<file path="config.mk">
export PLATFORM = sky130hd
export DESIGN_NAME = frame_transmitter_flat
export DESIGN_NICKNAME = d
export VERILOG_FILES = /design/src/rtl/frame_pkg.sv /design/src/rtl/frame_transmitter_if.sv /design/src/rtl/frame_tx_regs.sv /design/src/rtl/frame_transmitter.sv /design/src/flat_wrapper.sv
export SDC_FILE = /design/constraint.sdc
export NUM_CORES = 1
export LEC_CHECK = 0
export ABC_CLOCK_PERIOD_IN_PS = 11480
export CORE_MARGIN = 3
export CORE_UTILIZATION = 40
export CTS_BUF_LIST = sky130_fd_sc_hd__clkbuf_4
export CTS_CLUSTER_SIZE = 40
export DETAILED_ROUTE_END_ITERATION = 12
export PLACE_DENSITY = 0.6
export SYNTH_ARGS = -nofsm -noshare
export SYNTH_HDL_FRONTEND = slang
export SYNTH_HIERARCHICAL = 1
export SYNTH_SLANG_ARGS = --single-unit
</file>
<file path="constraint.sdc">
create_clock -name clk -period 11.48 [get_ports clk]
set_input_delay 2.296 -clock clk [delete_from_list [all_inputs] [get_ports clk]]
set_output_delay 2.296 -clock clk [all_outputs]
set_load 0.01 [all_outputs]
</file>
<file path="src/rtl/frame_pkg.sv">
// Shared frame layout: beat indices, register map, FSM states.
// Used by frame_transmitter and frame_receptor.
package frame_pkg;

   localparam logic [3:0] HDR_BEATS  = 4'd10;
   localparam logic [3:0] DST_BEAT0  = 4'd3;
   localparam logic [3:0] SRC_BEAT0  = 4'd6;
   localparam logic [3:0] ETYPE_BEAT = 4'd9;

   localparam logic [7:0] ADDR_DST0     = 8'd0;
   localparam logic [7:0] ADDR_SRC0     = 8'd6;
   localparam logic [7:0] ADDR_ETYPE_LO = 8'd12;
   localparam logic [7:0] ADDR_ETYPE_HI = 8'd13;
   localparam logic [7:0] ADDR_LEN      = 8'd14;
   localparam logic [7:0] ADDR_IFG      = 8'd15;
   localparam logic [7:0] ADDR_FRAMES   = 8'd16;
   localparam logic [7:0] ADDR_CTRL     = 8'd17;
   localparam logic [7:0] ADDR_STATUS   = 8'd18;
   localparam logic [7:0] ADDR_SENT     = 8'd19;
   localparam logic [7:0] ADDR_CSUM0    = 8'd20;

   typedef enum logic [1:0] {
      ST_IDLE,
      ST_HEADER,
      ST_PAYLOAD,
      ST_GAP
   } fsm_state_t;

endpackage

</file>
<file path="src/rtl/frame_transmitter_if.sv">
// Avalon-MM slave bus plus AXI-stream egress of frame_transmitter.
// slave: DUT side (Avalon slave, stream source); master: driver side.
interface frame_transmitter_if;

   logic [7:0]  writedata;
   logic        write;
   logic        chipselect;
   logic [7:0]  address;
   logic        read;
   logic [7:0]  readdata;
   logic [15:0] egress_port_tdata;
   logic        egress_port_tvalid;
   logic        egress_port_tready;
   logic        egress_port_tlast;

   modport slave (
      input  writedata, write, chipselect,
      input  address, read,
      output readdata,
      output egress_port_tdata,
      output egress_port_tvalid,
      output egress_port_tlast,
      input  egress_port_tready
   );

   modport master (
      output writedata, write, chipselect,
      output address, read,
      input  readdata,
      input  egress_port_tdata,
      input  egress_port_tvalid,
      input  egress_port_tlast,
      output egress_port_tready
   );

endinterface

</file>
<file path="src/rtl/frame_tx_regs.sv">
// Register file of frame_transmitter: config regs 0-16, control
// strobes, header shadow copy and registered readback mux.
module frame_tx_regs
   import frame_pkg::*;
(
   input  logic        clk,
   input  logic        reset,
   input  logic        chipselect,
   input  logic        write,
   input  logic        read,
   input  logic [7:0]  address,
   input  logic [7:0]  writedata,
   output logic [7:0]  readdata,
   input  logic        capture,
   input  logic        busy,
   input  logic        stop_pend,
   input  logic [7:0]  frames_sent,
   input  logic [31:0] csum,
   output logic        start_req,
   output logic        stop_req,
   output logic [47:0] sh_dst,
   output logic [47:0] sh_src,
   output logic [15:0] sh_etype,
   output logic [7:0]  sh_len,
   output logic [7:0]  ifg,
   output logic [7:0]  frames
);

   logic [7:0] cfg [0:16];
   logic       wr_en;
   logic       rd_en;
   logic       ctrl_wr;
   logic [7:0] rd_mux;

   assign wr_en   = chipselect && write;
   assign rd_en   = chipselect && read;
   assign ctrl_wr = wr_en && (address == ADDR_CTRL);

   // stop wins over a simultaneous start
   assign start_req = ctrl_wr && writedata[0] && !writedata[1];
   assign stop_req  = ctrl_wr && writedata[1];

   assign ifg    = cfg[ADDR_IFG[4:0]];
   assign frames = cfg[ADDR_FRAMES[4:0]];

   always_ff @(posedge clk or posedge reset) begin
      if (reset) begin
         for (int i = 0; i < 17; i++) cfg[i] <= '0;
      end else if (wr_en && address <= ADDR_FRAMES) begin
         cfg[address[4:0]] <= writedata;
      end
   end

   always_ff @(posedge clk or posedge reset) begin
      if (reset) begin
         sh_dst   <= '0;
         sh_src   <= '0;
         sh_etype <= '0;
         sh_len   <= '0;
      end else if (capture) begin
         sh_dst   <= {cfg[5], cfg[4], cfg[3],
                      cfg[2], cfg[1], cfg[0]};
         sh_src   <= {cfg[11], cfg[10], cfg[9],
                      cfg[8], cfg[7], cfg[6]};
         sh_etype <= {cfg[ADDR_ETYPE_HI[4:0]],
                      cfg[ADDR_ETYPE_LO[4:0]]};
         sh_len   <= cfg[ADDR_LEN[4:0]];
      end
   end

   always_comb begin
      rd_mux = '0;
      if (address <= ADDR_FRAMES) begin
         rd_mux = cfg[address[4:0]];
      end else begin
         case (address)
            ADDR_STATUS:          rd_mux = {6'd0, stop_pend, busy};
            ADDR_SENT:            rd_mux = frames_sent;
            ADDR_CSUM0:           rd_mux = csum[7:0];
            ADDR_CSUM0 + 8'd1:    rd_mux = csum[15:8];
            ADDR_CSUM0 + 8'd2:    rd_mux = csum[23:16];
            ADDR_CSUM0 + 8'd3:    rd_mux = csum[31:24];
            default:              rd_mux = '0;
         endcase
      end
   end

   always_ff @(posedge clk or posedge reset) begin
      if (reset) readdata <= '0;
      else       readdata <= rd_en ? rd_mux : 8'h00;
   end

endmodule

</file>
<file path="src/rtl/frame_transmitter.sv">
// Avalon-configured AXI-stream frame generator: 10 header beats then
// payload. Optional LFSR payload via `define FRAME_TX_LFSR_EN.
// Ports: clk, reset (async, active-high), bus (frame_transmitter_if.slave).
module frame_transmitter
   import frame_pkg::*;
#(
   parameter logic [15:0] PREAMBLE_WORD = 16'h5555,
   parameter logic [15:0] SFD_WORD      = 16'h55D5
)(
   input logic                clk,
   input logic                reset,
   frame_transmitter_if.slave bus
);

   fsm_state_t  state;
   fsm_state_t  state_n;
   logic [3:0]  beat;
   logic [7:0]  pcnt;
   logic [7:0]  gcnt;
   logic [7:0]  run_cnt;
   logic [7:0]  frames_sent;
   logic [31:0] acc;
   logic [31:0] csum;
   logic        stop_pend;
   logic        capture;
   logic        start_req;
   logic        stop_req;
   logic [47:0] sh_dst;
   logic [47:0] sh_src;
   logic [15:0] sh_etype;
   logic [7:0]  sh_len;
   logic [7:0]  ifg;
   logic [7:0]  frames;
   logic [15:0] tdata;
   logic [15:0] pay_word;
   logic        tvalid;
   logic        tlast;
   logic        hs;
   logic        start_acc;
   logic        last_hs;
   logic [7:0]  len_m1;
   logic        stopping;
   logic        done_now;
   logic        run_done;

   frame_tx_regs u_regs (
      .clk         (clk),
      .reset       (reset),
      .chipselect  (bus.chipselect),
      .write       (bus.write),
      .read        (bus.read),
      .address     (bus.address),
      .writedata   (bus.writedata),
      .readdata    (bus.readdata),
      .capture     (capture),
      .busy        (state != ST_IDLE),
      .stop_pend   (stop_pend),
      .frames_sent (frames_sent),
      .csum        (csum),
      .start_req   (start_req),
      .stop_req    (stop_req),
      .sh_dst      (sh_dst),
      .sh_src      (sh_src),
      .sh_etype    (sh_etype),
      .sh_len      (sh_len),
      .ifg         (ifg),
      .frames      (frames)
   );

   assign bus.egress_port_tdata  = tdata;
   assign bus.egress_port_tvalid = tvalid;
   assign bus.egress_port_tlast  = tlast;

   // length 0 behaves as a single payload beat
   assign len_m1 = (sh_len == 8'd0) ? 8'd0 : sh_len - 8'd1;

   assign tvalid    = (state == ST_HEADER) || (state == ST_PAYLOAD);
   assign tlast     = (state == ST_PAYLOAD) && (pcnt == len_m1);
   assign hs        = tvalid && bus.egress_port_tready;
   assign last_hs   = hs && tlast;
   assign start_acc = (state == ST_IDLE) && start_req;
   assign stopping  = stop_pend || stop_req;

   // done_now sees run_cnt before the tlast edge increments it
   assign done_now = (frames != 8'd0) && (run_cnt + 8'd1 == frames);
   assign run_done = (frames != 8'd0) && (run_cnt == frames);

`ifdef FRAME_TX_LFSR_EN
   logic [15:0] lfsr;
   logic        fb;

   assign fb = lfsr[0] ^ lfsr[2] ^ lfsr[3] ^ lfsr[5];

   always_ff @(posedge clk or posedge reset) begin
      if (reset)                          lfsr <= '0;
      else if (start_acc)                 lfsr <= 16'hACE1;
      else if (state == ST_PAYLOAD && hs) lfsr <= {fb, lfsr[15:1]};
   end

   assign pay_word = lfsr;
`else
   assign pay_word = {frames_sent, pcnt};
`endif

   always_comb begin
      tdata = '0;
      if (state == ST_HEADER) begin
         case (beat)
            4'd0, 4'd1:        tdata = PREAMBLE_WORD;
            4'd2:              tdata = SFD_WORD;
            DST_BEAT0:         tdata = sh_dst[15:0];
            DST_BEAT0 + 4'd1:  tdata = sh_dst[31:16];
            DST_BEAT0 + 4'd2:  tdata = sh_dst[47:32];
            SRC_BEAT0:         tdata = sh_src[15:0];
            SRC_BEAT0 + 4'd1:  tdata = sh_src[31:16];
            SRC_BEAT0 + 4'd2:  tdata = sh_src[47:32];
            ETYPE_BEAT:        tdata = sh_etype;
            default:           tdata = '0;
         endcase
      end else if (state == ST_PAYLOAD) begin
         tdata = pay_word;
      end
   end

   always_ff @(posedge clk or posedge reset) begin
      if (reset) state <= ST_IDLE;
      else       state <= state_n;
   end

   // capture marks every edge on which beat 0 becomes presented
   always_comb begin
      state_n = state;
      capture = 1'b0;
      unique case (state)
         ST_IDLE: begin
            if (start_req) begin
               state_n = ST_HEADER;
               capture = 1'b1;
            end
         end
         ST_HEADER: begin
            if (hs && beat == HDR_BEATS - 4'd1)
               state_n = ST_PAYLOAD;
         end
         ST_PAYLOAD: begin
            if (last_hs) begin
               if (ifg != 8'd0) begin
                  state_n = ST_GAP;
               end else if (done_now || stopping) begin
                  state_n = ST_IDLE;
               end else begin
                  state_n = ST_HEADER;
                  capture = 1'b1;
               end
            end
         end
         ST_GAP: begin
            if (gcnt == 8'd0) begin
               if (run_done || stopping) begin
                  state_n = ST_IDLE;
               end else begin
                  state_n = ST_HEADER;
                  capture = 1'b1;
               end
            end
         end
         default: state_n = ST_IDLE;
      endcase
   end

   always_ff @(posedge clk or posedge reset) begin
      if (reset) begin
         beat        <= '0;
         pcnt        <= '0;
         gcnt        <= '0;
         run_cnt     <= '0;
         frames_sent <= '0;
         acc         <= '0;
         csum        <= '0;
         stop_pend   <= 1'b0;
      end else begin
         if (start_acc) run_cnt <= '0;

         if (state == ST_HEADER && hs) begin
            beat <= beat + 4'd1;
            if (beat == HDR_BEATS - 4'd1) pcnt <= '0;
         end

         if (state == ST_PAYLOAD && hs) begin
            acc  <= acc + {16'd0, tdata};
            pcnt <= pcnt + 8'd1;
            if (tlast) begin
               csum        <= acc + {16'd0, tdata};
               frames_sent <= frames_sent + 8'd1;
               run_cnt     <= run_cnt + 8'd1;
               gcnt        <= ifg - 8'd1;
            end
         end

         if (state == ST_GAP && gcnt != 8'd0)
            gcnt <= gcnt - 8'd1;

         // placed last so a back-to-back restart wins
         if (capture) begin
            beat <= '0;
            acc  <= '0;
         end

         if (state_n == ST_IDLE) stop_pend <= 1'b0;
         else if (stop_req)      stop_pend <= 1'b1;
      end
   end

endmodule

</file>
<file path="src/flat_wrapper.sv">
// flat-port wrapper written by rule: the top's interface ports become plain ports
module frame_transmitter_flat import frame_pkg::*;
#(
   parameter logic [15:0] PREAMBLE_WORD = 16'h5555,
   parameter logic [15:0] SFD_WORD      = 16'h55D5
)
  (clk, reset, bus_writedata, bus_write, bus_chipselect, bus_address, bus_read, bus_readdata, bus_egress_port_tdata, bus_egress_port_tvalid, bus_egress_port_tlast, bus_egress_port_tready);
  frame_transmitter_if bus_i ();
  input logic clk;
  input logic reset;
  input wire logic [$bits(bus_i.writedata)-1:0] bus_writedata;
  input wire logic [$bits(bus_i.write)-1:0] bus_write;
  input wire logic [$bits(bus_i.chipselect)-1:0] bus_chipselect;
  input wire logic [$bits(bus_i.address)-1:0] bus_address;
  input wire logic [$bits(bus_i.read)-1:0] bus_read;
  output wire logic [$bits(bus_i.readdata)-1:0] bus_readdata;
  output wire logic [$bits(bus_i.egress_port_tdata)-1:0] bus_egress_port_tdata;
  output wire logic [$bits(bus_i.egress_port_tvalid)-1:0] bus_egress_port_tvalid;
  output wire logic [$bits(bus_i.egress_port_tlast)-1:0] bus_egress_port_tlast;
  input wire logic [$bits(bus_i.egress_port_tready)-1:0] bus_egress_port_tready;
  assign bus_i.writedata = bus_writedata;
  assign bus_i.write = bus_write;
  assign bus_i.chipselect = bus_chipselect;
  assign bus_i.address = bus_address;
  assign bus_i.read = bus_read;
  assign bus_readdata = bus_i.readdata;
  assign bus_egress_port_tdata = bus_i.egress_port_tdata;
  assign bus_egress_port_tvalid = bus_i.egress_port_tvalid;
  assign bus_egress_port_tlast = bus_i.egress_port_tlast;
  assign bus_i.egress_port_tready = bus_egress_port_tready;
  frame_transmitter #(.PREAMBLE_WORD(PREAMBLE_WORD), .SFD_WORD(SFD_WORD)) u_core (.clk(clk), .reset(reset), .bus(bus_i));
endmodule
</file>
==> run metrics, run 1 <==
FMAX roughly 0.16 GHz; Chip Width 222 um; root buffer cell clkbuf_4; Clock transition at path regs 0.06 ns; DRT iter0 DRCs between 1,000 and 1,500; register area share after synthesis 0.490; crit-path max cell delay 0.65 ns; number of library cell types mapped by synthesis 77; Final Instance Area roughly 21,000 sq um; CP max FO 7; Final Instance Count excl. Fillers 2,366; count leader, synth dfrtp_1; pwr dens 154 nW/um^2; maximum VDD drop 0.0854 mV; Hold Vio Cnt, Final 0; Slew Limit Fails 0; status finished, final reports clean; Least-Margin Pin Slew 1.27 ns; Synth Area per Inst about 12 sq um; area grow syn2layout 12.1%; #FFs+latches synth 367; Tot Pwr ~3.2 mW; Crit Path Class flip-flop to primary output; CP Cell Sequence inv_1 -> ha_1 -> or3b_4 -> o31a_1 -> or3_1 -> a211o_1 -> nor4_4 -> clkdlybuf4s50_1; initial antenna violation count 3; RSZ-0062 raised after global routing false; core area 45,900 sq um; fraction of layout cells with a size suffix above 1 0.217; synth warn 6; Synth Instances around 1,600; Worst path top cell family by delay simple AND/OR/NAND/NOR gates; Worst path slowest cell clkdlybuf4s50_1; DIE AREA 49,500 sq um; clock tree buffer depth 3; placed cell areas 19,700 sq um; Starting Density 0.409; Startpoint Class flip-flop; placed cells 2,186; DRC 0; top_reg_cell synth dfrtp_1; WP data arrival 4.15 ns; clk sink count between 300 and 400; most frequent cells after synthesis 367 x dfrtp_1, 135 x mux2_2, 122 x mux2_1, 121 x nand2_1, 91 x nor2_1; Pre-antenna DRT Iters 6; IO Port Bufs 47; Tmin final 6.44 ns; Core Util, Final 0.458; Max-Cap Viols 0; ys async rst share 1.00; Die H 222 um; postcts setup bufs 0; Setup Viol. Count Final 0; WL per Instance 22.9 um; worst hold path class flip-flop to flip-flop; FP Rows 78; drt via density 5.81; Num CTS Buffers a little under 100; first-pass GRT wire length around 83,000 um; Worst Path Buf+Inv 2; top cell type by total area after synthesis dfrtp_1; Worst Skew 0.0547 ns; Synth Cell Area roughly 19,000 sq um; Total Wirelength 54,200 um; antenna viol nets, final 0; IO Pins 48; Resize count post-CTS 0; TritonCTS clock tree built; dpl hpwl about 37,000 um; fin nets 1,739; Setup TNS Final 0 ns; GP Congestion approximately 0.88; largest net degree at the start of global routing 128; critical path required time 9.18 ns; gr ovfl total 0; H-tree depth 3; Lkg Pwr 9.80 nW; CTS Hold Bufs 0; vias in the first global route 13,642; period utilisation layout 0.561; Rel. slew slack 0.154; CP Capture Type primary output; via count 13,757; main area contributors after synthesis dfrtp_1 49%, mux2_2 8.1%, mux2_1 7.3%, mux4_2 4.2%, nand2_1 2.4%; Post-synth EDFFs 0; Yosys top cell area share 0.490; Worst-Skew Late Latency 0.86 ns; Total GRT Usage 0.218; Synth Net Count 1,671
[worst register-to-register path, stage by stage, from the launching register on]
cell	delay, ns
dfrtp_1	0.42
inv_1	0.10
ha_1	0.25
and2_1	0.16
buf_4	0.21
a22o_1	0.23
a221oi_1	0.31
nand3_1	0.29
a22o_1	0.32
ha_1	0.23
fa_1	0.42
a21o_1	0.18
a21oi_1	0.27
o21a_1	0.21
o21ai_0	0.22
a221oi_1	1.09
nor3_1	0.15
xnor2_1	0.26
a21oi_1	0.10
[report_power, final]
part	total (mW)	leakage, nW	internal (mW)	switching [mW]
registers	1.46	5.04	1.37	0.0908
logic	0.560	4.00	0.199	0.361
clock network	1.20	0.761	0.642	0.562
[path summary, 6_finish.rpt]
| path | start | end | slack [ns] | cells after the start |
|---|---|---|---|---|
| max | u_core/u_regs/sh_len[1]$_DFFE_PP0P_ | bus_egress_port_tlast | 5.04 | 8 |
| min | u_core/csum[12]$_DFFE_PP0P_ | u_core/csum[12]$_DFFE_PP0P_ | 0.47 | 2 |
| max reg2reg | u_core/beat[0]$_DFFE_PP0P_ | u_core/csum[20]$_DFFE_PP0P_ | 5.92 | 18 |
| min reg2reg | u_core/csum[12]$_DFFE_PP0P_ | u_core/csum[12]$_DFFE_PP0P_ | 0.47 | 2 |
| max in group asynchronous | reset | u_core/u_regs/cfg[82]$_DFFE_PP0P_ | 7.09 | 4 |
| min in group asynchronous | reset | u_core/run_cnt[5]$_DFF_PP0_ | 1.97 | 2 |
[flip-flops by register name (all words and copies together) (netlist names), 4 cells and up]
name and flops:
u_core/u_regs/cfg 120, u_core/u_regs/sh_dst 48, u_core/u_regs/sh_src 48, u_core/acc 32, u_core/csum 32, u_core/u_regs/sh_etype 16, u_core/frames_sent 8, u_core/gcnt 8
u_core/pcnt 8, u_core/run_cnt 8, u_core/u_regs/frames 8, u_core/u_regs/ifg 8, u_core/u_regs/readdata 8, u_core/u_regs/sh_len 8, u_core/beat 4
[stage by stage]
step / worst slack (ns) / hold WS, ns
2_1_floorplan: 1.92 / 0.434
3_3_place_gp: 4.66 / 0.445
3_5_place_dp: 4.60 / 0.452
4_1_cts: 5.00 / 0.469
5_1_grt: 4.86 / 0.488
6_report: 5.04 / 0.466
[logic make-up (layout without fill, tap and decap cells)]
kind of cell             after synthesis  after routing  share of synthesized area
adder cells (fa/ha/maj)               31             31                     0.0211
flip-flops                           367            367                      0.490
XOR/XNOR                              75             75                     0.0350
multiplexers                         313            313                      0.208
AND/OR/NAND/NOR                      411            411                      0.109
other                                  0              6                          0
AO/OA/AOI/OAI                        292            292                      0.106
buffers and inverters                129            271                     0.0309
[cell usage in the layout (no fill, tap or decap), drive strengths merged, types with 25 or more instances in the layout]
| master | count |
|---|---|
| xnor2 | 46 |
| a22oi | 28 |
| nor3 | 38 |
| a22o | 26 |
| nand2 | 121 |
| nor2 | 93 |
| mux2 | 258 |
| mux4 | 35 |
| o21ai | 61 |
| clkinv | 26 |
| ha | 30 |
| inv | 25 |
| buf | 27 |
| dfrtp | 367 |
| clkbuf | 144 |
| xor2 | 29 |
| clkdlybuf4s50 | 45 |
| a21oi | 68 |
| nand3 | 54 |
[metal layers]
layer  wire length [um]  vias up  track usage
li1                   -     6160            -
met1              23800     6993        0.299
met2              24500      505        0.334
met3               4230       99       0.0571
met4               1690        0       0.0808
met5                  0        -            0
[final cells by class]
cell class                      instances  area (sq um)
Sequential cell                       367          9180
Timing Repair Buffer                   72           651
Inverter                               25           104
Tap cell                              600           751
Clock buffer                          144          1080
Antenna cell                            6          15.0
Multi-Input combinational cell       1122          9010
Clock inverter                         30           210
Fill cell                            4356         24900
Note: power is estimated with default switching activity, not from simulation.
==> run 2: changes to the inputs <==
--- a/config.mk
+++ b/config.mk
@@ -5,7 +5,7 @@
 export SDC_FILE = /design/constraint.sdc
 export NUM_CORES = 1
 export LEC_CHECK = 0
-export ABC_CLOCK_PERIOD_IN_PS = 11480
+export ABC_CLOCK_PERIOD_IN_PS = 6680
 export CORE_MARGIN = 3
 export CORE_UTILIZATION = 40
 export CTS_BUF_LIST = sky130_fd_sc_hd__clkbuf_4
==> constraint.sdc (replaced) <==
create_clock -name clk -period 6.68 [get_ports clk]
set_input_delay 1.336 -clock clk [delete_from_list [all_inputs] [get_ports clk]]
set_output_delay 1.336 -clock clk [all_outputs]
set_load 0.01 [all_outputs]
==> run 2 against run 1 <==
- die area unchanged
- clock skew decreased by 0.0065 ns
- largest power group unchanged
- critical path depth unchanged
- critical endpoint unchanged
- via count is 1.4% higher
==> run metrics, run 2 (synthesis gave the netlist of run 1 again) <==
Setup Viol. Count Final 0 (unchanged); antenna viol nets, final 0 (unchanged); clk sink count 367 (unchanged); Largest regs u_core/u_regs/cfg (120), u_core/u_regs/sh_dst (48), u_core/u_regs/sh_src (48) (unchanged); Slew Limit Fails 0 (unchanged); Worst Path Buf+Inv 2 (unchanged); Total GRT Usage 0.226 (was 0.218); status finished, final reports clean (unchanged); worst slack at placement 1.49 ns (was 4.60 ns); drt via density 5.89 (was 5.81); largest register by flop count u_core/u_regs/cfg (unchanged); RSZ-0062 raised after global routing false (unchanged); Setup TNS Final 0 ns (unchanged); DRT iter0 DRCs 1,314 (was 1,361); IO Port Bufs 47 (unchanged); Total Wirelength 55,800 um (was 54,200 um); clock tree buffer depth 3 (unchanged); Num CTS Buffers 100 (was 98); root buffer cell clkbuf_4 (unchanged); gr ovfl total 0 (unchanged); TritonCTS clock tree built (unchanged); Clock transition at path regs 0.06 ns (about the same); FF-to-FF Start u_core/beat[1]$_DFFE_PP0P_ (was u_core/beat[0]$_DFFE_PP0P_); FMAX around 0.18 GHz; H-tree depth 3 (unchanged); Worst path slowest cell clkdlybuf4s50_1 (unchanged); Critical path origin u_core/u_regs/sh_len[0]$_DFFE_PP0P_ (was u_core/u_regs/sh_len[1]$_DFFE_PP0P_); worst hold path class flip-flop to flip-flop (unchanged); dpl hpwl 38,400 um (was 36,800 um); first-pass GRT wire length 86,800 um (was 83,200 um); setup ws final 1.27 ns (was 5.04 ns); Worst Skew 0.0482 ns (was 0.0547 ns); Lkg Pwr 9.80 nW (about the same); DIE AREA 49,500 sq um (unchanged); GP Congestion 0.910 (was 0.880); FP Rows 78 (unchanged); initial antenna violation count 2 (was 3); Crit Path Class flip-flop to primary output (unchanged); fraction of layout cells with a size suffix above 1 0.218 (was 0.217); WL per Instance 23.6 um (was 22.9 um); HP Start u_core/csum[12]$_DFFE_PP0P_ (unchanged); Worst-Skew Late Latency 0.86 ns (about the same); WP data arrival 4.07 ns (was 4.15 ns); filler instances 4,300 (was 4,356); IO Pins 48 (unchanged); crit-path max cell delay 0.65 ns (about the same); Largest register FFs 120 (unchanged); Hold Vio Cnt, Final 0 (unchanged); Rel. slew slack 0.161 (was 0.154); CTS Hold Bufs 0 (unchanged); CP max FO 7 (unchanged); Starting Density 0.409 (unchanged); core area 45,900 sq um (unchanged); largest net degree at the start of global routing 188 (was 128); CP Capture Type primary output (unchanged); Resize count post-CTS 0 (unchanged); area grow syn2layout 12.1% (about the same); Max-Cap Viols 0 (unchanged); maximum VDD drop 0.126 mV (was 0.0854 mV); critical path required time 5.34 ns (was 9.18 ns); most frequent cells in the layout 367 x dfrtp_1, 154 x clkbuf_4, 135 x mux2_2, 122 x mux2_1, 121 x nand2_1 (was 367 x dfrtp_1, 144 x clkbuf_4, 135 x mux2_2, 122 x mux2_1, 121 x nand2_1); CP Cell Sequence inv_1 -> ha_1 -> or3b_4 -> o31a_1 -> or3_1 -> a211o_1 -> nor4_4 -> clkdlybuf4s50_1 (unchanged); Chip Width 222 um (unchanged); Pre-antenna DRT Iters 7 (was 6); Tot Pwr 5.50 mW (was 3.23 mW); DRC 0 (unchanged); commonest non-fill, non-tap cell in the layout dfrtp_1 (unchanged); Worst path top cell family by delay simple AND/OR/NAND/NOR gates (unchanged); Die H 222 um (unchanged); via count 13,951 (was 13,757); Tmin final 5.41 ns; fin nets 1,741 (was 1,739); Least-Margin Pin Slew 1.26 ns (was 1.27 ns); period utilisation layout 0.810; Core Util, Final 0.458 (about the same); vias in the first global route 14,027 (was 13,642); postcts setup bufs 0 (unchanged); Startpoint Class flip-flop (unchanged); pwr dens 262 nW/um^2 (was 154 nW/um^2)
[run 2: changes by cell type in the layout (fill, tap and decap cells not counted), sizes merged]
cell,before,now
clkinv,26,19
clkinvlp,1,3
clkbuf,144,154
diode,6,5
bufinv,3,1
[run 2: final timing paths]
check | cells after the start | slack [ns] | end
worst max-delay path | 8 | 1.27 | bus_egress_port_tlast
worst max register to register | 16 | 1.50 | u_core/csum[30]$_DFFE_PP0P_
worst min-delay path | 2 | 0.47 | u_core/csum[12]$_DFFE_PP0P_
max in group asynchronous | 3 | 4.42 | u_core/run_cnt[7]$_DFF_PP0_
worst min register to register | 2 | 0.47 | u_core/csum[12]$_DFFE_PP0P_
min in group asynchronous | 2 | 0.84 | u_core/u_regs/sh_dst[23]$_DFFE_PP0P_
[run 2: metal layers]
layer,vias up,global-route usage,part of all wire
li1,6180,-,-
met1,7131,0.312,0.44
met2,512,0.353,0.46
met3,128,0.0490,0.065
met4,0,0.0781,0.034
met5,-,0,0
[run 2: metrics by stage]
| step | hold WS, ns | instance area, sq um | instances |
|---|---|---|---|
| 4_1_cts | 0.473 | 21000 | 2363 |
| 6_report | 0.468 | 21000 | 2368 |
| 3_3_place_gp | 0.447 | 19700 | 2186 |
| 5_1_grt | 0.497 | 21000 | 2368 |
| 2_1_floorplan | 0.434 | 18800 | 1618 |
| 3_5_place_dp | 0.459 | 19700 | 2186 |
[run 2: cell type report]
class	count	area, sq um	share of cell area
flip-flops and latches	367	9180	0.437
multi-input cells	1122	9000	0.429
clock buffers	154	1160	0.0550
well taps	600	751	0.0357
repair buffers	72	676	0.0322
clock inverters	23	125	0.00596
inverters	25	100	0.00476
diodes	5	12.5	0.000596
[run 2: power breakdown]
group	internal (mW)	switching, mW	total (mW)
combinational	0.346	0.592	0.938
sequential	2.36	0.152	2.51
clock	1.08	0.965	2.05
[run 2: worst min-delay path, stage by stage (launching register included)]
cell and delay (ns):
dfrtp_1 0.34, nand2_1 0.05, nand2_1 0.05
